===== src/rtl/mcu_pkg.sv =====
// Shared types and encodings for the multi-cycle MIPS main control FSM.
package mcu_pkg;

  typedef enum logic [3:0] {
    StFetch   = 4'd0,
    StDecode  = 4'd1,
    StMemAdr  = 4'd2,
    StMemRd   = 4'd3,
    StMemWb   = 4'd4,
    StMemWr   = 4'd5,
    StRtypeEx = 4'd6,
    StRtypeWb = 4'd7,
    StBeqEx   = 4'd8,
    StAddiEx  = 4'd9,
    StAddiWb  = 4'd10,
    StJmpEx   = 4'd11,
    StHalt    = 4'd15
  } state_t;

  localparam logic [5:0] OP_RTYPE = 6'b000000;
  localparam logic [5:0] OP_LW    = 6'b100011;
  localparam logic [5:0] OP_SW    = 6'b101011;
  localparam logic [5:0] OP_BEQ   = 6'b000100;
  localparam logic [5:0] OP_ADDI  = 6'b001000;
  localparam logic [5:0] OP_J     = 6'b000010;

  localparam logic [1:0] SRCB_REGB    = 2'b00;
  localparam logic [1:0] SRCB_FOUR    = 2'b01;
  localparam logic [1:0] SRCB_IMM     = 2'b10;
  localparam logic [1:0] SRCB_IMM_SH2 = 2'b11;

  localparam logic [1:0] PC_SRC_ALU_RES = 2'b00;
  localparam logic [1:0] PC_SRC_ALU_OUT = 2'b01;
  localparam logic [1:0] PC_SRC_JUMP    = 2'b10;

  localparam logic [1:0] ALUOP_ADD   = 2'b00;
  localparam logic [1:0] ALUOP_SUB   = 2'b01;
  localparam logic [1:0] ALUOP_FUNCT = 2'b10;

endpackage


===== src/rtl/multicycle_mcu.sv =====
// Main control FSM of the multi-cycle MIPS core: sequences memory, PC, IR, register file
// and ALU muxes; halts on illegal opcodes or memory timeouts until reset.
module multicycle_mcu
  import mcu_pkg::*;
#(
  parameter int unsigned MAX_WAIT = 15
) (
  input  logic       clk,
  input  logic       reset,
  input  logic [5:0] opcode,
  input  logic       eq,
  input  logic       mem_ready,
  output logic       mem_req,
  output logic       mem_we,
  output logic       iord,
  output logic       ir_we,
  output logic       pc_en,
  output logic [1:0] pc_src,
  output logic       alu_src_a,
  output logic [1:0] alu_src_b,
  output logic [1:0] aluop,
  output logic       reg_we,
  output logic       reg_dst,
  output logic       mem_to_reg,
  output logic       halted,
  output logic       illegal_op,
  output logic       bus_err,
  output logic [3:0] state_debug
);

  localparam int unsigned CntW = (MAX_WAIT > 0) ? $clog2(MAX_WAIT + 1) : 1;
  localparam logic [CntW-1:0] MaxCnt = CntW'(MAX_WAIT);

  state_t          state_q, state_d;
  logic [CntW-1:0] wait_cnt_q, wait_cnt_d;
  logic            illegal_op_q, illegal_op_d;
  logic            bus_err_q, bus_err_d;

  always_ff @(posedge clk or negedge reset) begin
    if (!reset) begin
      state_q      <= StFetch;
      wait_cnt_q   <= '0;
      illegal_op_q <= 1'b0;
      bus_err_q    <= 1'b0;
    end else begin
      state_q      <= state_d;
      wait_cnt_q   <= wait_cnt_d;
      illegal_op_q <= illegal_op_d;
      bus_err_q    <= bus_err_d;
    end
  end

  always_comb begin
    state_d      = state_q;
    wait_cnt_d   = wait_cnt_q;
    illegal_op_d = illegal_op_q;
    bus_err_d    = bus_err_q;
    mem_req      = 1'b0;
    mem_we       = 1'b0;
    iord         = 1'b0;
    ir_we        = 1'b0;
    pc_en        = 1'b0;
    pc_src       = PC_SRC_ALU_RES;
    alu_src_a    = 1'b0;
    alu_src_b    = SRCB_REGB;
    aluop        = ALUOP_ADD;
    reg_we       = 1'b0;
    reg_dst      = 1'b0;
    mem_to_reg   = 1'b0;

    case (state_q)
      StFetch: begin
        mem_req   = 1'b1;
        alu_src_b = SRCB_FOUR;
        ir_we     = mem_ready;
        pc_en     = mem_ready;
        if (mem_ready) state_d = StDecode;
      end
      StDecode: begin
        alu_src_b = SRCB_IMM_SH2;
        case (opcode)
          OP_RTYPE:     state_d = StRtypeEx;
          OP_LW, OP_SW: state_d = StMemAdr;
          OP_BEQ:       state_d = StBeqEx;
          OP_ADDI:      state_d = StAddiEx;
          OP_J:         state_d = StJmpEx;
          default: begin
            state_d      = StHalt;
            illegal_op_d = 1'b1;
          end
        endcase
      end
      StMemAdr: begin
        alu_src_a = 1'b1;
        alu_src_b = SRCB_IMM;
        state_d   = (opcode == OP_SW) ? StMemWr : StMemRd;
      end
      StMemRd: begin
        mem_req = 1'b1;
        iord    = 1'b1;
        if (mem_ready) state_d = StMemWb;
      end
      StMemWb: begin
        reg_we     = 1'b1;
        mem_to_reg = 1'b1;
        state_d    = StFetch;
      end
      StMemWr: begin
        mem_req = 1'b1;
        mem_we  = 1'b1;
        iord    = 1'b1;
        if (mem_ready) state_d = StFetch;
      end
      StRtypeEx: begin
        alu_src_a = 1'b1;
        aluop     = ALUOP_FUNCT;
        state_d   = StRtypeWb;
      end
      StRtypeWb: begin
        reg_we  = 1'b1;
        reg_dst = 1'b1;
        state_d = StFetch;
      end
      StAddiEx: begin
        alu_src_a = 1'b1;
        alu_src_b = SRCB_IMM;
        state_d   = StAddiWb;
      end
      StAddiWb: begin
        reg_we  = 1'b1;
        state_d = StFetch;
      end
      StBeqEx: begin
        alu_src_a = 1'b1;
        aluop     = ALUOP_SUB;
        pc_src    = PC_SRC_ALU_OUT;
        pc_en     = eq;
        state_d   = StFetch;
      end
      StJmpEx: begin
        pc_src  = PC_SRC_JUMP;
        pc_en   = 1'b1;
        state_d = StFetch;
      end
      StHalt:  state_d = StHalt;
      default: state_d = StHalt;
    endcase

    // Stalled access: time out at MaxCnt, otherwise count up without wrapping.
    if (mem_req && !mem_ready) begin
      if ((MAX_WAIT != 0) && (wait_cnt_q == MaxCnt)) begin
        state_d   = StHalt;
        bus_err_d = 1'b1;
      end else if (wait_cnt_q != '1) begin
        wait_cnt_d = wait_cnt_q + CntW'(1);
      end
    end
    if (state_d != state_q) wait_cnt_d = '0;

    if (!reset) begin
      mem_req = 1'b0;
      mem_we  = 1'b0;
      ir_we   = 1'b0;
      pc_en   = 1'b0;
      reg_we  = 1'b0;
    end
  end

  assign halted      = (state_q == StHalt);
  assign illegal_op  = illegal_op_q;
  assign bus_err     = bus_err_q;
  assign state_debug = state_q;

endmodule


===== config.mk =====
export PLATFORM = sky130hd
export DESIGN_NAME = multicycle_mcu
export DESIGN_NICKNAME = d
export VERILOG_FILES = /design/src/rtl/mcu_pkg.sv /design/src/rtl/multicycle_mcu.sv
export SDC_FILE = /design/constraint.sdc
export NUM_CORES = 1
export LEC_CHECK = 0
export BUFFER_PORTS_ARGS = -buffer_cell sky130_fd_sc_hd__buf_2
export CAP_MARGIN = 5
export CORE_MARGIN = 1
export CORE_UTILIZATION = 45
export CTS_BUF_LIST = sky130_fd_sc_hd__clkbuf_4 sky130_fd_sc_hd__clkbuf_8 sky130_fd_sc_hd__clkbuf_16
export DETAILED_ROUTE_END_ITERATION = 6
export PLACE_DENSITY_LB_ADDON = 0.25
export REMOVE_ABC_BUFFERS = 1
export SYNTH_ARGS = -nofsm -noshare
export SYNTH_HDL_FRONTEND = slang
export SYNTH_SLANG_ARGS = --single-unit

===== constraint.sdc =====
create_clock -name clk -period 2.2 [get_ports clk]
set_clock_uncertainty 0.15 [all_clocks]
set_input_delay 0.33 -clock clk [delete_from_list [all_inputs] [get_ports clk]]
set_output_delay 0.33 -clock clk [all_outputs]
set_load 0.005 [all_outputs]

# ---- After elaboration in Yosys (flattened, before gate mapping)
# Cells that the tools add are included.
dict set report word_totals {
  input_bits 10
  out_inout_bits 22
  elab_cells 73
  register_bits 10
}
dict set report classes {
  n_mux 29
  n_reduce_logical 17
  add_sub_neg 1
  bitwise 1
  eq_ne 21
}
# cell n
set ops {}
lappend ops {{2-to-1 mux 4 bit} 9}
lappend ops {{case mux 4 bit (8 select lines)} 1}
lappend ops {{equality test 4 bit, second input constant} 6}
lappend ops {{case mux 4 bit (5 select lines)} 1}
lappend ops {{equality test 4 x 3 -> 1 bit, second input constant} 4}
lappend ops {{2-to-1 mux 1 bit} 13}
lappend ops {{equality test 6 bit, second input constant} 2}
lappend ops {{equality test 4 x 2 -> 1 bit, second input constant} 2}
lappend ops {{case mux 2 bit (2 select lines)} 2}
lappend ops {{equality test 6 x 2 -> 1 bit, second input constant} 1}
lappend ops {{equality test 6 x 3 -> 1 bit, second input constant} 1}
lappend ops {{equality test 6 x 4 -> 1 bit, second input constant} 1}
lappend ops {{logical NOT 6 bit} 1}
lappend ops {{case mux 2 bit (3 select lines)} 1}
lappend ops {{OR reduction 2 bit} 3}
lappend ops {{OR reduction 3 bit} 2}
lappend ops {{OR reduction 6 bit} 1}
lappend ops {{OR reduction 5 bit} 1}
lappend ops {{adder 4 x 1 -> 4 bit, second input constant} 1}
lappend ops {{equality test 4 x 1 -> 1 bit, second input constant} 1}
lappend ops {{logical NOT 4 bit} 1}
lappend ops {{!= test 4 bit} 1}
lappend ops {{!= test 4 bit, second input constant} 1}
lappend ops {{AND reduction 2 bit} 2}
lappend ops {{9 further kinds} 10}

# ---- Longest topological paths before layout
# Gate-level depths: netlist (run 1).
dict set report logic_depth {
  depth_word 9
  mapped_depth 8
  mapped_depth_nobuf 6
}

# ---- Worst setup path after synthesis (run 1)
# OpenSTA, ideal clock, no wires.
dict set report synth_timing {
  path_kind {register to register}
  start {reg state_q[2] (netlist: state_debug[2])}
  end {reg wait_cnt_q[0]}
  path_buffers 1
  path_stages_with_launch 8
  setup_time_ps 86
  period_less_slack_ps 2226
  path_slack_ps -26
  required_ps 1964
  arrival_ps 1990
  path_cell_list {dfrtp_1 or2_1 buf_2 or4_1 o22ai_1 mux2i_1 a2bb2oi_4 nor3_1}
}
dict set report synth_between {
  elab_chain_len 8
  word_cells_on_any_way 28
  cone_classes {eq/ne (13); mux (8); reduce/logical (7)}
}
# item line_no
set synth_lines {}
lappend synth_lines {{from (decl)} multicycle_mcu.sv:34} ;# state_t state_q, state_d;
lappend synth_lines {{from (signal assigned)} multicycle_mcu.sv:41} ;# state_q <= StFetch;
lappend synth_lines {{from (signal assigned)} multicycle_mcu.sv:46} ;# state_q <= state_d;
lappend synth_lines {{equality test 4 bit (tied with other cells)} multicycle_mcu.sv:71} ;# case (state_q)
lappend synth_lines {{OR reduction 5 bit (no line) or OR reduction 3 bit (tied branches)} -}
lappend synth_lines {{case mux 4 bit (8 select lines) or 2-to-1 mux 1 bit (tied branches)} multicycle_mcu.sv:71}
lappend synth_lines {{2-to-1 mux 4 bit or logical AND 1 bit (tied branches)} {multicycle_mcu.sv:151, multicycle_mcu.sv:150}}
lappend synth_lines {{2-to-1 mux 4 bit} multicycle_mcu.sv:150} ;# if (mem_req && !mem_ready) begin
lappend synth_lines {{!= test 4 bit} multicycle_mcu.sv:158} ;# if (state_d != state_q) wait_cnt_d = '0;
lappend synth_lines {{!= test 2 x 1 -> 1 bit (no line) or nonzero test 2 bit (tied branches)} -}
lappend synth_lines {{AND reduction 3 bit (no line)} -}
lappend synth_lines {{to (signal assigned)} multicycle_mcu.sv:47} ;# wait_cnt_q <= wait_cnt_d;
lappend synth_lines {{to (decl)} multicycle_mcu.sv:35} ;# logic [CntW-1:0] wait_cnt_q, wait_cnt_d;
# Several ways; a longest one is shown, not always the timed one.
# A chain may end at the register's enable or synchronous reset.

# ---- Worst setup path after layout (run 1)
dict set report layout_timing {
  start {reg state_q[2] (netlist: state_debug[2])}
  end {reg wait_cnt_q[1]}
}
# The elaborated chain is that of the path after synthesis.

==> impl_metrics.env, run 1 <==
export IMPL_clock_path_buffers=2
export IMPL_layout_setup_ws_ns=-0.03036
export IMPL_routedWlPerCell_um=15.16
export IMPL_critPathCaptureType="flip-flop"
export IMPL_grt_overflow_total=0
export IMPL_outcome="finished with violations"
export IMPL_vias_per_cell=5.778
export IMPL_yosysWarnings=0
export IMPL_cts_buffers=3
export IMPL_place_congestion=0.8523
export IMPL_hold_viol_final=0
export IMPL_drive_above_1_share_pct=48.60
export IMPL_rsz0062_at_grt="true"
export IMPL_grt_max_degree=16
export IMPL_ys_types=46
export IMPL_layout_min_cycle_time_ns=2.230
export IMPL_p_seq_share_pct=13.8
export IMPL_synth_largest_area_cell="dfrtp_1"
export IMPL_start_kind="flip-flop"
export IMPL_fp_coreArea_sq_um=2191
export IMPL_slowest_stage="nor4b_1"
export IMPL_grtUsageTotal_pct=24.90
export IMPL_critPathMaxFanout=8
export IMPL_drt_wl_total_um=3138
export IMPL_syn_area_sq_um=1038
export IMPL_postPlaceCellArea_sq_um=1321
export IMPL_power_density_nw_per_um2=1400
export IMPL_path_class="reg2reg"
export IMPL_synth_top_area_share_pct=24.10
export IMPL_synthToLayoutAreaGrowth_pct=43.13
export IMPL_antenna_found_initial=0
export IMPL_violations="setup timing"
export IMPL_grt_pass1_wl_um=4809
export IMPL_clk_insertion_delay_late_ns=0.27
export IMPL_dieArea_sq_um=2504
export IMPL_fillers=194
export IMPL_cts_tree="built"
export IMPL_io_pins=32
export IMPL_critPathMaxStageDelay_ns=0.42
export IMPL_finalNetCount=191
export IMPL_setup_viol=1
export IMPL_path_cells="buf_4 -> nor4b_1 -> a2bb2oi_2 -> o21ai_1 -> nor3_1 -> buf_4 -> a2bb2oi_4 -> nor3_2"
export IMPL_route_detailed_drc=0
export IMPL_first_global_vias=1037
export IMPL_cts_root_buffer="clkbuf_4"
export IMPL_ant_nets=0
export IMPL_tightestPinTransition_ns=0.4015
export IMPL_syn_inst=131
export IMPL_synthFlopType="dfrtp_1"
export IMPL_layout_commonest_cell="buf_2"
export IMPL_vias=1196
export IMPL_power_share_clock_pct=8.0
export IMPL_num_antenna_cells=0
export IMPL_cts_sinks=10
export IMPL_ys_seq_elements=10
export IMPL_worstPathArrival_ns=2.27
export IMPL_first_iter_violations=32
export IMPL_cp_common_cell="buf_4"
export IMPL_synth_area_per_cell_sq_um=7.927
export IMPL_cts_max_level=1
export IMPL_slew_viol_final=0
export IMPL_cp_required_ns=2.24
export IMPL_synth_edf_count=0
export IMPL_maxSlewHeadroom_pct=72.86
export IMPL_setup_tns_final_ns=-0.03036
export IMPL_drt_pre_antenna_iters=5
export IMPL_row_count=17
export IMPL_dpl_hpwl_um=2285
export IMPL_timing_final_crit_share_pct=101.4
export IMPL_ys_seq_area_share_pct=24.10
export IMPL_die_h_um=50.04
export IMPL_timing_fmax_mhz=448.4
export IMPL_yosys_top_cells_area="dfrtp_1, nor2_1, nor3_1, o21ai_0, mux2i_1"
export IMPL_async_flop_share_pct=100.0
export IMPL_final_area_sq_um=1486
export IMPL_die_w_um=50.04
export IMPL_path_clk_slew_ns=0.07
export IMPL_maxCapViolCount=0
export IMPL_mostFrequentLayoutCells="buf_2, buf_4, nor2_1"
export IMPL_start_util_pct=47.40
export IMPL_hold_path_class="reg2reg"
export IMPL_p_sw_w=0.0009682
export IMPL_power_frac_comb_pct=78.2
export IMPL_swShare_pct=46.53
export IMPL_ir_worst_vdd_v=0.0007478
export IMPL_io_buffers=31
export IMPL_p_leak_nw=0.6739
export IMPL_intPower_w=0.001113
## power groups by stage
stage               clock [W]  combinational (W)  sequential, W
global placement            0            0.00133       0.000280
finish               0.000166            0.00163       0.000287
CTS                  0.000168            0.00140       0.000276
floorplan                   0           0.000705       0.000361
global route         0.000186            0.00176       0.000293
detailed placement          0            0.00137       0.000278
## flip-flops by register name, indices dropped and copies added (netlist names)
| register | count |
|---|---|
| bus_err | 1 |
| illegal_op | 1 |
| wait_cnt_q | 4 |
| state_debug | 4 |
## area by class of cell
class                           count  area (sq um)  share of cell area (%)
Clock buffer                        4         36.28                   2.441
Inverter                            3         11.26                  0.7576
Multi-Input combinational cell    107         813.3                   54.71
Sequential cell                    10         252.7                   17.00
Tap cell                           28         35.03                   2.357
Timing Repair Buffer               55         337.8                   22.73
## metal layers
layer | routed length, um | global-route usage [%]
met5 | 0 | 0
met4 | 14 | 2.857
met3 | 164 | 5.556
met2 | 1573 | 39.78
met1 | 1386 | 34.77
## kinds of logic (layout without fill, tap and decap cells)
logic type,Yosys count,after routing,synth area share [%]
adder cells (fa/ha/maj),1,1,1.205
AO/OA/AOI/OAI,28,28,21.45
AND/OR/NAND/NOR,67,67,35.42
flip-flops,10,10,24.10
multiplexers,4,4,3.856
XOR/XNOR,7,7,5.904
buffers and inverters,14,62,8.072
## worst max-delay path, delay by kind of cell (launching register included)
| family | cells | cell delay, ns |
|---|---|---|
| DFF | 1 | 0.39 |
| buffers and inverters | 2 | 0.33 |
| and+or+nand+nor | 3 | 0.73 |
| AOI/OAI and AO/OA | 3 | 0.55 |
## path summary, 6_finish.rpt
path	start	to	slack [ns]	cells past startpoint
setup / recovery	state_debug[2]	wait_cnt_q[1]	-0.03	8
hold / removal	illegal_op	illegal_op	0.32	1
setup reg to reg	state_debug[2]	wait_cnt_q[1]	-0.03	8
hold reg to reg	illegal_op	illegal_op	0.32	1
max in group asynchronous	reset	state_debug[1]	1.30	2
min in group asynchronous	reset	wait_cnt_q[0]	0.34	2
## cell usage after synthesis, types with 4 or more instances
master,number
nor2b_1,4
o21ai_0,9
nor3_1,10
mux2i_1,4
nor2_1,16
nand2_1,8
buf_2,4
xor2_1,4
o22ai_1,4
nand3_1,4
dfrtp_1,10
## timing repair
item	4_1_cts	5_1_grt
endpoints found under the setup margin	4	6
endpoints found under the hold margin	10	0
hold buffers	1	0
resized for setup	4	23
pin swaps	0	9
setup buffers	0	1
## stage by stage
step | std cells | utilization (%) | setup slack, ns | total power [W] | hold WS (ns)
floorplan | 120 | - | -0.1082 | 0.001066 | -0.1156
global placement | 201 | 60.31 | -0.01949 | 0.001606 | 0.07948
detailed placement | 201 | 60.31 | -0.1143 | 0.001645 | 0.08287
CTS | 206 | 63.11 | 0.02144 | 0.001847 | 0.3198
global route | 207 | 67.85 | -0.09752 | 0.002234 | 0.3391
finish | 207 | 67.85 | -0.03036 | 0.002081 | 0.3151
Power figures use the tool's default switching activity.
==> inputs of run 2 (changes only) <==
- BUFFER_PORTS_ARGS: -buffer_cell sky130_fd_sc_hd__buf_2 -> not set
- DONT_BUFFER_PORTS: not set -> 1
- PLACE_DENSITY_LB_ADDON: 0.25 -> not set
==> run 2 against run 1 <==
Effect of this change:
- the flow now finishes without violations
- maximum frequency grew 3.0%
- die area is the same
- highest routed layer unchanged
- sequential power is essentially flat
- setup slack gained 0.064 ns
- non-clock buffer count shrank 35
- register-to-register slack gained 0.06 ns
- critical path depth shrank 2
- critical path type unchanged
- global-route usage shrank 2.5 points
- final cell count shrank 17%
- via count shrank 11%
- clock power is essentially flat
==> impl_metrics.env, run 2 (synthesized netlist as in run 1, its figures left out) <==
export IMPL_first_global_vias=991
export IMPL_path_cells="or2_1 -> or4_4 -> o22ai_4 -> mux2i_2 -> a2bb2oi_4 -> nor3_1"
export IMPL_route_detailed_drc=0
export IMPL_fin_util_pct=57.91
export IMPL_die_w_um=50.04
export IMPL_first_iter_violations=29
export IMPL_rsz0062_at_grt="true"
export IMPL_ir_worst_vdd_v=0.0006426
export IMPL_clk_insertion_delay_late_ns=0.26
export IMPL_power_density_nw_per_um2=1468
export IMPL_setup_tns_final_ns=0
export IMPL_mostFrequentLayoutCells="buf_4, nor2_1, dfrtp_1"
export IMPL_cts_buffers=3
export IMPL_grt_pass1_wl_um=4312
export IMPL_drive_above_1_share_pct=31.94
export IMPL_path_class="reg2reg"
export IMPL_dieArea_sq_um=2504
export IMPL_layout_commonest_cell="buf_4"
export IMPL_finalNetCount=156
export IMPL_hold_viol_final=0
export IMPL_vias_per_cell=6.209
export IMPL_layout_setup_ws_ns=0.03371
export IMPL_critPathCaptureType="flip-flop"
export IMPL_routedWlPerCell_um=16.09
export IMPL_drt_pre_antenna_iters=4
export IMPL_start_kind="flip-flop"
export IMPL_antenna_found_initial=0
export IMPL_fp_coreArea_sq_um=2191
export IMPL_place_congestion=0.8927
export IMPL_path_buf_inv=0
export IMPL_die_h_um=50.04
export IMPL_hold_path_class="in2reg"
export IMPL_tightestPinTransition_ns=0.4640
export IMPL_row_count=17
export IMPL_maxSlewHeadroom_pct=68.97
export IMPL_start_util_pct=47.40
export IMPL_ant_nets=0
export IMPL_setup_viol=0
export IMPL_slew_viol_final=0
export IMPL_synthToLayoutAreaGrowth_pct=22.17
export IMPL_grtUsageTotal_pct=22.43
export IMPL_worstPathArrival_ns=2.20
export IMPL_critPathMaxStageDelay_ns=0.51
export IMPL_layout_min_cycle_time_ns=2.166
export IMPL_path_clk_slew_ns=0.07
export IMPL_cts_root_buffer="clkbuf_4"
export IMPL_cts_tree="built"
export IMPL_critPathMaxFanout=6
export IMPL_vias=1068
export IMPL_grt_max_degree=15
export IMPL_num_antenna_cells=0
export IMPL_path_delay_family="simple AND/OR/NAND/NOR gates"
export IMPL_timing_final_crit_share_pct=98.47
export IMPL_maxCapViolCount=0
export IMPL_cts_sinks=10
export IMPL_finalPower_w=0.001862
export IMPL_dpl_hpwl_um=2017
export IMPL_grt_overflow_total=0
export IMPL_pre_cts_ws_ns=-0.05516
export IMPL_drt_wl_total_um=2767
export IMPL_cts_max_level=1
export IMPL_timing_hold_ws_ns=0.2596
export IMPL_outcome="finished, final reports clean"
export IMPL_slowest_stage="or4_4"
export IMPL_io_pins=32
export IMPL_timing_fmax_mhz=461.6
export IMPL_io_buffers=0
export IMPL_cp_required_ns=2.23
export IMPL_clock_path_buffers=2
export IMPL_p_leak_nw=0.4995
==> run 2: timing repair <==
action	4_1_cts	5_1_grt
buffers inserted	0	4
hold endpoints to repair	10	0
gates resized for setup	4	12
gates cloned	0	0
setup endpoints to repair	4	5
pin swaps	0	6
hold buffers	1	0
==> run 2: tightest hold or removal path, stage by stage <==
cell and delay, ns:
nor3_1 0.02, o211a_1 0.12, nor2_1 0.09, o31ai_1 0.07
==> run 2: metrics by stage <==
step / cells / instance area (sq um)
after floorplan: 120 / 965.9
after global placement: 163 / 1114
after detailed placement: 163 / 1114
after CTS: 168 / 1175
after global routing: 172 / 1269
final: 172 / 1269
==> run 2: report_power, final <==
group,internal [W],switching [W]
sequential,0.000229,0.0000584
clock,0.000100,0.0000640
combinational,0.000662,0.000749
total,0.000991,0.000871
==> run 2: final cells by class <==
| type | instances | area, sq um |
|---|---|---|
| timing repair buffer | 20 | 152.6 |
| clock buffer | 4 | 36.28 |
| multi-input combinational | 107 | 779.5 |
| tap | 28 | 35.03 |
| fill | 205 | 922.1 |
| inverter | 3 | 15.01 |
| sequential | 10 | 250.2 |
==> run 2: worst paths after layout <==
check / to / cells after the start / slack, ns / start
worst max-delay path: wait_cnt_q[1] / 6 / 0.03 / state_debug[3]
worst max register to register: wait_cnt_q[1] / 6 / 0.03 / state_debug[3]
max in group asynchronous: wait_cnt_q[1] / 1 / 1.28 / reset
worst min register to register: bus_err / 1 / 0.35 / bus_err
min in group asynchronous: wait_cnt_q[3] / 1 / 0.30 / reset
worst min-delay path: state_debug[3] / 4 / 0.26 / opcode[5]
==> run 2: metal layers <==
metal | track usage [%] | vias up | wire, um
met2 | 35.11 | 58 | 1296
met5 | 0 | - | 0
met3 | 4.938 | 6 | 207
li1 | - | 500 | -
met4 | 9.524 | 0 | 41
met1 | 29.25 | 504 | 1222
==> inputs of run 3 (changes only) <==
- CORE_ASPECT_RATIO: not set -> 1.25
==> run 3 against run 2 <==
Effect of this change:
- global-route usage is 0.67 points higher
- total power is 1.8% lower
- first-iteration DRC count is 48% lower
- final cell count is 1.2% higher
- clock power hardly changed
- clock-buffer cell count stayed put
- critical path type unchanged
- largest power group unchanged
==> impl_metrics.env, run 3 (synthesized netlist as in run 1, its figures left out) <==
export IMPL_final_area_sq_um=1262
export IMPL_use_met1_pct=26.84
export IMPL_outcome="finished, final reports clean"
export IMPL_slew_viol_final=0
export IMPL_regToRegStartpoint="state_debug[3]"
export IMPL_use_met3_pct=3.896
export IMPL_met2_usage_pct=41.41
export IMPL_cts_buffers=3
export IMPL_clock_path_buffers=2
export IMPL_die_w_um=44.97
export IMPL_hold_viol_final=0
export IMPL_setup_viol=0
export IMPL_synthToLayoutAreaGrowth_pct=21.57
export IMPL_cts_sinks=10
export IMPL_critPathMaxStageDelay_ns=0.51
export IMPL_power_density_nw_per_um2=1448
export IMPL_p_leak_nw=0.4909
export IMPL_cts_root_buffer="clkbuf_4"
export IMPL_setup_tns_final_ns=0
export IMPL_mostFrequentLayoutCells="buf_4, nor2_1, nand2_1, o21ai_0, dfrtp_1"
export IMPL_path_clk_slew_ns=0.07
export IMPL_io_buffers=0
export IMPL_finalNetCount=155
export IMPL_antenna_found_initial=0
export IMPL_maxCapViolCount=0
export IMPL_clk_insertion_delay_late_ns=0.26
export IMPL_start_kind="flip-flop"
export IMPL_place_congestion=0.9023
export IMPL_maxSlewHeadroom_pct=67.75
export IMPL_critPathCaptureType="flip-flop"
export IMPL_tightestPinTransition_ns=0.4822
export IMPL_io_pins=32
export IMPL_timing_final_crit_share_pct=97.32
export IMPL_die_h_um=55.71
export IMPL_hold_path_class="in2reg"
export IMPL_rsz0062_at_grt="true"
export IMPL_cts_max_level=1
export IMPL_row_count=19
export IMPL_crit_path_start="state_debug[3]"
export IMPL_cp_required_ns=2.19
export IMPL_grt_max_degree=14
export IMPL_grtUsageTotal_pct=23.10
export IMPL_layout_commonest_cell="buf_4"
export IMPL_critPathMaxFanout=6
export IMPL_route_detailed_drc=0
export IMPL_ant_nets=0
export IMPL_drt_pre_antenna_iters=4
export IMPL_drt_wl_total_um=2865
export IMPL_path_delay_family="simple AND/OR/NAND/NOR gates"
export IMPL_grt_overflow_total=0
export IMPL_timing_fmax_mhz=467.1
export IMPL_path_class="reg2reg"
export IMPL_routedWlPerCell_um=16.47
export IMPL_layout_min_cycle_time_ns=2.141
export IMPL_first_global_vias=1006
export IMPL_num_antenna_cells=0
export IMPL_path_cells="or2_1 -> or4_4 -> o32a_1 -> and4bb_4 -> a2bb2oi_4 -> nor3_2"
export IMPL_drive_above_1_share_pct=34.27
export IMPL_vias=1028
export IMPL_path_buf_inv=0
export IMPL_grt_pass1_wl_um=4305
export IMPL_busiest_layer="met2"
export IMPL_fp_coreArea_sq_um=2187
export IMPL_postPlaceCellArea_sq_um=1132
export IMPL_first_iter_violations=15
export IMPL_ir_worst_vdd_v=0.0007644
export IMPL_start_util_pct=47.48
export IMPL_timing_hold_ws_ns=0.2766
export IMPL_dpl_hpwl_um=2110
export IMPL_worstPathArrival_ns=2.13
export IMPL_hold_start="opcode[5]"
export IMPL_slowest_stage="or4_4"
export IMPL_vias_per_cell=5.908
export IMPL_cts_tree="built"
export IMPL_dieArea_sq_um=2505
-- run 3: cell count changes in the layout (fill, tap and decap cells not counted), sizes merged --
cell,change
inv,+1
buf,-1
clkinvlp,-1
-- run 3: path summary, 6_finish.rpt --
check	to	slack [ns]	depth (start not counted)
worst min register to register	bus_err	0.35	1
worst max-delay path	wait_cnt_q[1]	0.06	6
max in group asynchronous	state_debug[3]	1.24	1
worst max register to register	wait_cnt_q[1]	0.06	6
worst min-delay path	state_debug[3]	0.28	4
min in group asynchronous	wait_cnt_q[1]	0.31	1
-- run 3: metal layers --
| metal | vias to the layer above | part of all wire, % |
|---|---|---|
| met5 | - | 0 |
| met4 | 0 | 0.35 |
| met3 | 2 | 4.7 |
| met2 | 31 | 53 |
| met1 | 491 | 41 |
| li1 | 504 | - |
-- run 3: worst min-delay path, stage by stage --
cell and delay [ns]:
nor3_1 0.02, o211a_1 0.12, nor2_1 0.09, o31ai_1 0.08
-- run 3: cell type report --
type,count,area [sq um]
Fill cell,234,924.6
Timing Repair Buffer,19,145.1
Inverter,3,11.26
Clock buffer,4,36.28
Sequential cell,10,254.0
Multi-Input combinational cell,107,777.0
Tap cell,31,38.79
-- run 3: where the power goes --
part / internal [W] / leakage (nW) / switching [W]
Clock: 0.000100 / 0.0210 / 0.0000664
Combinational: 0.000628 / 0.348 / 0.000730
Sequential: 0.000234 / 0.122 / 0.0000692
Total: 0.000962 / 0.491 / 0.000865
-- run 3: timing repair --
action                                 4_1_cts  5_1_grt
buffers inserted                             0        1
endpoints found under the hold margin       10        0
cloned                                       0        0
setup endpoints to repair                    4        6
hold buffers                                 1        0
gates resized for setup                      4       15
pin swaps                                    0        7
-- run 3: through the flow --
step / instances / utilization [%] / worst slack (ns) / power, W
2_1_floorplan: 120 / - / -0.1082 / 0.001066
3_3_place_gp: 168 / 51.77 / -0.01872 / 0.001481
3_5_place_dp: 168 / 51.77 / -0.07501 / 0.001485
4_1_cts: 173 / 54.41 / 0.005790 / 0.001693
5_1_grt: 174 / 57.72 / -0.04230 / 0.001960
6_report: 174 / 57.72 / 0.05903 / 0.001828
